## src/rtl/multiply_pipe.sv

```systemverilog
// ---------------------------------------------------------------------------
// multiply_pipe
// Fully pipelined signed fixed-point multiplier. Operands and result are in
// Q1.(WIDTH-1) format, so they cover [-1, 1). It accepts one sample per clock
// and has no backpressure. The latency is STAGES clocks. Rounding and
// saturation can be selected with parameters.
//
// Parameters:
//   WIDTH    - operand/result width (4..32)
//   MWIDTH   - width of the metadata carried alongside each sample
//   STAGES   - total latency in clocks (>= 3); extra stages are output delay
//   ROUND    - 1 = round half up, 0 = truncate (floor)
//   SATURATE - 1 = clamp overflow to max positive, 0 = wrap
//
// Ports:
//   clk         - system clock, rising edge
//   rst_n       - asynchronous active-low reset
//   x, y        - signed multiplicand / multiplier
//   in_nd       - input sample valid
//   in_m        - metadata travelling with the sample
//   clear_error - synchronous clear of error and ovf_count
//   z           - signed product
//   out_nd      - output sample valid
//   out_m       - metadata aligned with z
//   ovf         - one-cycle pulse with an out_nd sample that overflowed
//   error       - sticky overflow flag
//   ovf_count   - saturating count of overflowed samples
// ---------------------------------------------------------------------------
`timescale 1ns/1ps

module multiply_pipe #(
    parameter int WIDTH    = 16,
    parameter int MWIDTH   = 1,
    parameter int STAGES   = 3,
    parameter int ROUND    = 1,
    parameter int SATURATE = 1
) (
    input  logic              clk,
    input  logic              rst_n,
    input  logic [WIDTH-1:0]  x,
    input  logic [WIDTH-1:0]  y,
    input  logic              in_nd,
    input  logic [MWIDTH-1:0] in_m,
    input  logic              clear_error,
    output logic [WIDTH-1:0]  z,
    output logic              out_nd,
    output logic [MWIDTH-1:0] out_m,
    output logic              ovf,
    output logic              error,
    output logic [15:0]       ovf_count
);

    localparam int Extra = STAGES - 3;

    // Half an output LSB. Adding it before the shift turns floor into
    // round-half-up.
    localparam logic signed [2*WIDTH-1:0] RoundConst = (ROUND != 0) ?
        {{(WIDTH+1){1'b0}}, 1'b1, {(WIDTH-2){1'b0}}} : '0;

    localparam logic [WIDTH-1:0] MaxPos = {1'b0, {(WIDTH-1){1'b1}}};
    localparam logic [WIDTH-1:0] MinNeg = {1'b1, {(WIDTH-1){1'b0}}};

    // Stage 1: input registers
    logic signed [WIDTH-1:0]   x_q, y_q;
    logic                      nd1_q;
    logic [MWIDTH-1:0]         m1_q;

    // Stage 2: full-width product
    logic signed [2*WIDTH-1:0] prod_d, prod_q;
    logic                      nd2_q;
    logic [MWIDTH-1:0]         m2_q;

    // Stage 3: scaled, rounded and saturated result
    logic signed [2*WIDTH-1:0] roundSum;
    logic [WIDTH-1:0]          scaled;
    logic                      overflow;
    logic                      unusedLsbs;
    logic [WIDTH-1:0]          z3_d, z3_q;
    logic                      ovf3_d, ovf3_q;
    logic                      nd3_q;
    logic [MWIDTH-1:0]         m3_q;

    // Pipeline tail, after the optional delay line
    logic [WIDTH-1:0]          zOut;
    logic                      ndOut;
    logic                      ovfOut;
    logic [MWIDTH-1:0]         mOut;

    // Error tracking
    logic                      error_d, error_q;
    logic [15:0]               ovfCount_d, ovfCount_q;

    // Both operands are sign-extended to the full product width first, so
    // the product stays exact in 2*WIDTH bits.
    always_comb begin
        prod_d = $signed((2*WIDTH)'(x_q)) * $signed((2*WIDTH)'(y_q));
    end

    // Scaling keeps bits [2W-2 : W-1] of the rounded sum. This is the same
    // as an arithmetic shift right by W-1 followed by truncation to W bits.
    // The only product that does not fit is (-1)*(-1) = +1.0. In that case
    // the kept MSB differs from the sign of the full sum.
    always_comb begin
        roundSum   = prod_q + RoundConst;
        scaled     = roundSum[2*WIDTH-2:WIDTH-1];
        unusedLsbs = ^roundSum[WIDTH-2:0];
        overflow   = scaled[WIDTH-1] != roundSum[2*WIDTH-1];
        z3_d       = scaled;
        if (overflow) begin
            z3_d = (SATURATE != 0) ? MaxPos : MinNeg;
        end
        ovf3_d     = overflow & nd2_q;
    end

    // Main three-stage pipeline. The data, valid, metadata and overflow bits
    // all advance together every clock. There is no stall.
    always_ff @(posedge clk or negedge rst_n) begin
        if (!rst_n) begin
            x_q    <= '0;
            y_q    <= '0;
            nd1_q  <= 1'b0;
            m1_q   <= '0;
            prod_q <= '0;
            nd2_q  <= 1'b0;
            m2_q   <= '0;
            z3_q   <= '0;
            ovf3_q <= 1'b0;
            nd3_q  <= 1'b0;
            m3_q   <= '0;
        end else begin
            x_q    <= x;
            y_q    <= y;
            nd1_q  <= in_nd;
            m1_q   <= in_m;
            prod_q <= prod_d;
            nd2_q  <= nd1_q;
            m2_q   <= m1_q;
            z3_q   <= z3_d;
            ovf3_q <= ovf3_d;
            nd3_q  <= nd2_q;
            m3_q   <= m2_q;
        end
    end

    // Extra latency beyond three stages is a plain shift register on every
    // field. It is reset so that no stale sample can emerge after reset.
    generate
        if (Extra == 0) begin : g_noDelay
            assign zOut   = z3_q;
            assign ndOut  = nd3_q;
            assign ovfOut = ovf3_q;
            assign mOut   = m3_q;
        end else begin : g_delay
            logic [WIDTH-1:0]  zDly_q   [Extra];
            logic              ndDly_q  [Extra];
            logic              ovfDly_q [Extra];
            logic [MWIDTH-1:0] mDly_q   [Extra];

            always_ff @(posedge clk or negedge rst_n) begin
                if (!rst_n) begin
                    for (int i = 0; i < Extra; i++) begin
                        zDly_q[i]   <= '0;
                        ndDly_q[i]  <= 1'b0;
                        ovfDly_q[i] <= 1'b0;
                        mDly_q[i]   <= '0;
                    end
                end else begin
                    zDly_q[0]   <= z3_q;
                    ndDly_q[0]  <= nd3_q;
                    ovfDly_q[0] <= ovf3_q;
                    mDly_q[0]   <= m3_q;
                    for (int i = 1; i < Extra; i++) begin
                        zDly_q[i]   <= zDly_q[i-1];
                        ndDly_q[i]  <= ndDly_q[i-1];
                        ovfDly_q[i] <= ovfDly_q[i-1];
                        mDly_q[i]   <= mDly_q[i-1];
                    end
                end
            end

            assign zOut   = zDly_q[Extra-1];
            assign ndOut  = ndDly_q[Extra-1];
            assign ovfOut = ovfDly_q[Extra-1];
            assign mOut   = mDly_q[Extra-1];
        end
    endgenerate

    assign z      = zOut;
    assign out_nd = ndOut;
    assign out_m  = mOut;
    assign ovf    = ovfOut & ndOut;

    // The sticky flag and the counter react to the ovf pulse on the next
    // edge. When clear_error and ovf coincide, the new overflow is kept.
    // So error stays set and the counter restarts at one.
    always_comb begin
        error_d = error_q;
        if (clear_error) begin
            error_d = 1'b0;
        end
        if (ovf) begin
            error_d = 1'b1;
        end

        ovfCount_d = ovfCount_q;
        if (clear_error) begin
            ovfCount_d = ovf ? 16'd1 : 16'd0;
        end else if (ovf && (ovfCount_q != 16'hFFFF)) begin
            ovfCount_d = ovfCount_q + 16'd1;
        end
    end

    // Error state registers
    always_ff @(posedge clk or negedge rst_n) begin
        if (!rst_n) begin
            error_q    <= 1'b0;
            ovfCount_q <= '0;
        end else begin
            error_q    <= error_d;
            ovfCount_q <= ovfCount_d;
        end
    end

    assign error     = error_q;
    assign ovf_count = ovfCount_q;

endmodule

```

## config.mk

```make
export PLATFORM = sky130hd
export DESIGN_NAME = multiply_pipe
export DESIGN_NICKNAME = d
export VERILOG_FILES = /design/src/rtl/multiply_pipe.sv
export SDC_FILE = /design/constraint.sdc
export NUM_CORES = 1
export LEC_CHECK = 0
export CAP_MARGIN = 0
export CORE_MARGIN = 8
export CORE_UTILIZATION = 40
export CTS_CLUSTER_SIZE = 40
export DETAILED_ROUTE_END_ITERATION = 10
export PLACE_DENSITY = 0.6
export SLEW_MARGIN = 15
export SYNTH_ARGS = -nofsm -noshare
export SYNTH_HDL_FRONTEND = slang
export SYNTH_SLANG_ARGS = --single-unit
```

## constraint.sdc

```tcl
create_clock -name clk -period 5.5 [get_ports clk]
set_input_delay 1.375 -clock clk [delete_from_list [all_inputs] [get_ports clk]]
set_output_delay 1.375 -clock clk [all_outputs]
set_load 0.05 [all_outputs]
```

== After elaboration in Yosys (flattened, before gate mapping) ==
Cells that the tools add are included.
Storage, ports and cells
  logic and storage cells: 29
  flip-flop bits (word level): 104
  output and inout bits: 36
  input bits: 37
Operators by class
  add/subtract/negate cells: 2
  equality and inequality tests: 2
  $mul: 1
  reductions and logical operators: 3
  bitwise logic cells: 2
  multiplexer cells: 6
Operator list (number)
  $mux W16: 3
  $add A32 B16 Y32 const B: 1
  $mul A16 B16 Y32: 1
  $add A16 B1 Y16 const B: 1
  $ne A16 B16 Y1 const B: 1
  $reduce_bool A2 Y1: 2
  $mux W1: 3
  $and A1 B1 Y1: 2
  $logic_and A1 B1 Y1: 1
  $ne A1 B1 Y1: 1

== Longest topological paths before layout ==
  depth in word-level cells: 4
  gate-level depth with buffers: 22
  gate-level depth less buffers: 20

== Least setup slack after synthesis ==
No wires, ideal clock.
  kind: flip-flop to flip-flop
  start: register x_q[15]
  end: register prod_q[29]
  slack: -444 ps
  buffers on the path: 2
  data required time: 5377 ps
  arrival: 5821 ps
  period minus slack after synthesis: 5944 ps
  library setup time: 123 ps
  stages on the path, launching flop included: 20
  cells stage by stage: dfrtp_1 -> clkbuf_1 -> nand2_1 -> inv_1 -> fa_1 -> fa_1 -> inv_1 -> fa_1 -> fa_1 -> fa_1 -> fa_1 -> inv_1 -> ha_1 -> clkbuf_1 -> and3_1 -> nand2_1 -> or4b_1 -> o211ai_2 -> a21oi_2 -> xnor2_1
Between the ends
  cells in the longest elaborated chain, start to end: 1
Ends and longest elaborated chain
  start: declaration: RTL line 64  | logic signed [WIDTH-1:0] x_q, y_q;
  start signal: assignment: RTL line 119  | x_q <= '0;
  start signal: assignment: RTL line 131  | x_q <= x;
  $mul A16 B16 Y32: RTL line 96  | prod_d = $signed((2*WIDTH)'(x_q)) * $signed((2*WIDTH)'(y_q));
  via prod_d[29]: RTL line 69  | logic signed [2*WIDTH-1:0] prod_d, prod_q;
  end signal: assignment: RTL line 135  | prod_q <= prod_d;
  end: declaration: RTL line 69
The timed path passes the listed nets, and every way through them passes these cells.
A chain may end at the register's enable or synchronous reset.

== Final worst setup path ==
  start: register x_q[3]
  end: register prod_q[29]
Same word-level chain as after synthesis.

==> run_results.csv <==
group,metric,value,unit
status,status,"complete, but fails checks",
status,violations,"negative setup slack",
grt,grt_usage,0.1713,
critical_path,crit_path_top_delay_cell,"fa_2",
clock_network,clk_pin_slew,0.07,ns
critical_path,cp-start-kind,"flop",
clock_network,cts_tree,"yes",
worst_hold_path,hold_class,"flop to flop",
timing,finalSetupTns,-0.3717,ns
critical_path,cp_cell_sequence,"buf_12 -> and2_4 -> fa_1 -> inv_2 -> fa_1 -> inv_2 -> fa_2 -> fa_2 -> fa_1 -> inv_2 -> fa_1 -> inv_2 -> ha_4 -> inv_4 -> nor2_4 -> and4_4 -> or4b_4 -> o211ai_4 -> a21oi_2 -> xnor2_1",
critical_path,end_kind,"flop",
layout,num_antenna_cells,0,
grt,antenna_found_initial,0,
synth,ys_types,54,
synth,ys_seq_area_frac,0.1755,
timing,skew,0.008063,ns
clock_network,htreeDepth,3,
route,ant_nets,0,
synth,ys_ff_latch,90,
synth,synth_area,12830,um^2
timing,max_freq,0.1771,GHz
place,hpwlAfterDp,25.19,mm
die,core.rowCount,65,
layout,fin_nets,1924,
synth,synthCells,1302,
timing,worstMarginPinSlew,0.6713,ns
grt,grt_max_degree,47,
grt,grt_pass1_wl,52.37,mm
clock_network,worstSkewPairLatency,0.37,ns
die,fp.dieH,195.1,um
timing,fin_crit,5.645,ns
timing,rsz0062_at_grt,"true",
synth,synth_area_per_cell,9.857,um^2
clock_network,cts.sinks,90,
layout,multi_input_area,9829,um^2
timing,maxSlewViolCount,0,
die,fp.dieW,195.1,um
synth,synthTopCellsByArea,"fa_1 41%, dfrtp_1 18%, inv_1 9.0%",
timing,setup_viol,6,
layout,regArea,2277,um^2
grt,grt_pass1_vias,10780,
layout,fillCellCount,2862,
critical_path,critical_path_class,"flop to flop",
route,routed_via_density,4.788,
clock_network,cts-root-buf,"clkbuf_16",
route,first_pass_iters,4,
critical_path,path_buf_inv,6,
clock_network,cts_buffers,9,
place,gp_congestion,0.8647,
route,drc,0,
synth,synth_top_cell_area_share,0.4071,
critical_path,cp_max_fo,6,
route,vias,9341,
synth,yosys.area.top_type,"fa_1",
die,initial_core_util,0.4067,
die,fp.coreArea,31560,um^2
route,drtIter0Drc,340,
synth,mappedNetlistNets,1682,
critical_path,slowest_delay,0.59,ns
synth,ys_dominant_reg_cell,"dfrtp_1",
timing,maxSlewHeadroom,0.5511,
critical_path,critPathTopFamily,"adder cells",
place,placement.io_buffers,72,
die,dieArea,38070,um^2
critical_path,required,5.79,ns
synth,ys_warn_count,0,
timing,period_share,1.026,
grt,grt-ovfl-total,0,
job,cap_violations,0,
clock_network,clk_path_buf_depth,2,
timing,setup_slack,-0.1454,ns
die,ioPinCount,73,
route,post_drt_wl_per_cell,15.57,um
synth,async_reset_ff_frac,1.000,
critical_path,worst-endpoint-arrival,5.94,ns
layout,drive_above_1_share,0.2369,
synth,synth_edf_count,0,
layout,area_growth,28.63,%
timing,hold_viol,0,
route,wirelength,30.38,mm
[cells in the final DEF, fill, tap and decap left out, drive strengths merged, types with 2 or more instances in the layout]
cell type        n
a211oi           4
a21o             7
a21oi           31
a31oi            3
a32oi            2
a41oi            3
and2           124
and3             9
and4             5
buf            198
clkbuf          10
clkdlybuf4s50   71
clkinv           3
dfrtp           90
fa             261
ha              82
inv            312
nand2          138
nand2b          14
nand3           19
nand4           11
nor2            39
nor2b            2
nor3             3
nor4             3
o211ai           4
o21ai           22
o21bai           9
or2              2
or3              3
xnor2           32
xor2            20
[cell usage after synthesis (all sizes together) (20+ instances only)]
cell and count:
clkbuf 37, a21oi 31, xnor2 32, nor2 39, ha 82, dfrtp 90, o21ai 22, and2 124
nand2 138, inv 309, fa 261, xor2 20
[final cells by class]
class / instances / share of cell area
clock buffer: 9 / 0.01364
clock inverter: 7 / 0.005760
inverter: 309 / 0.07041
multi-input combinational: 864 / 0.5954
sequential: 90 / 0.1379
tap: 402 / 0.03047
timing repair buffer: 270 / 0.1464
[metrics by stage]
step,util,instances,setup WS (ns),instance area (um^2),hold WS (ns)
5_1_grt,0.5232,1951,-0.3442,16510,0.3529
3_3_place_gp,0.4805,1886,-0.2796,15160,0.3322
2_1_floorplan,-,1302,-0.01204,12920,0.3312
4_1_cts,0.5014,1918,-0.1815,15820,0.3557
6_report,0.5232,1951,-0.1454,16510,0.3512
3_5_place_dp,0.4805,1886,-0.3112,15160,0.3355
[per-layer routing]
layer / vias up / GRT usage / part of all wire
li1: 4357 / - / -
met1: 4797 / 0.1984 / 0.41
met2: 136 / 0.3149 / 0.53
met3: 51 / 0.02906 / 0.029
met4: 0 / 0.06008 / 0.031
met5: - / 0 / 0
[path summary, 6_finish.rpt]
check | slack [ns] | endpoint | depth (start not counted) | startpoint
max | -0.15 | prod_q[29]$_DFF_PN0_ | 20 | x_q[3]$_DFF_PN0_
min | 0.35 | nd2_q$_DFF_PN0_ | 0 | nd1_q$_DFF_PN0_
max reg2reg | -0.15 | prod_q[29]$_DFF_PN0_ | 20 | x_q[3]$_DFF_PN0_
min reg2reg | 0.35 | nd2_q$_DFF_PN0_ | 0 | nd1_q$_DFF_PN0_
max in group asynchronous | 3.37 | x_q[13]$_DFF_PN0_ | 2 | rst_n
min in group asynchronous | 0.98 | ovf_count[0]$_DFFE_PN0P_ | 1 | rst_n
[registers in the layout, indices dropped and copies added (netlist names)]
name	cells
nd1_q	1
z	16
ovf_count	16
x_q	16
out_m	1
m1_q	1
out_nd	1
m2_q	1
error	1
nd2_q	1
y_q	16
ovf3_q	1
prod_q	18
[cell families (layout without fill, tap and decap cells)]
| family | count (synthesis) | after routing | share of synthesized area |
|---|---|---|---|
| adder cells (fa/ha/maj) | 343 | 343 | 0.4871 |
| flip-flops | 90 | 90 | 0.1755 |
| AND/OR/NAND/NOR | 374 | 374 | 0.1503 |
| multiplexers | 1 | 1 | 0.0007800 |
| AO/OA/AOI/OAI | 94 | 94 | 0.04836 |
| buffers and inverters | 348 | 595 | 0.1025 |
| XOR/XNOR | 52 | 52 | 0.03549 |
[timing repair]
action | 4_1_cts | 5_1_grt
pin swaps | 35 | 85
setup endpoints to repair | 14 | 17
hold buffers | 0 | 0
buffers inserted | 16 | 34
gates resized for setup | 63 | 112
gates cloned | 0 | 0
Power is left out: the tool's default activity adds up to more than one toggle a clock period on the data nets, which glitch-free logic cannot reach.
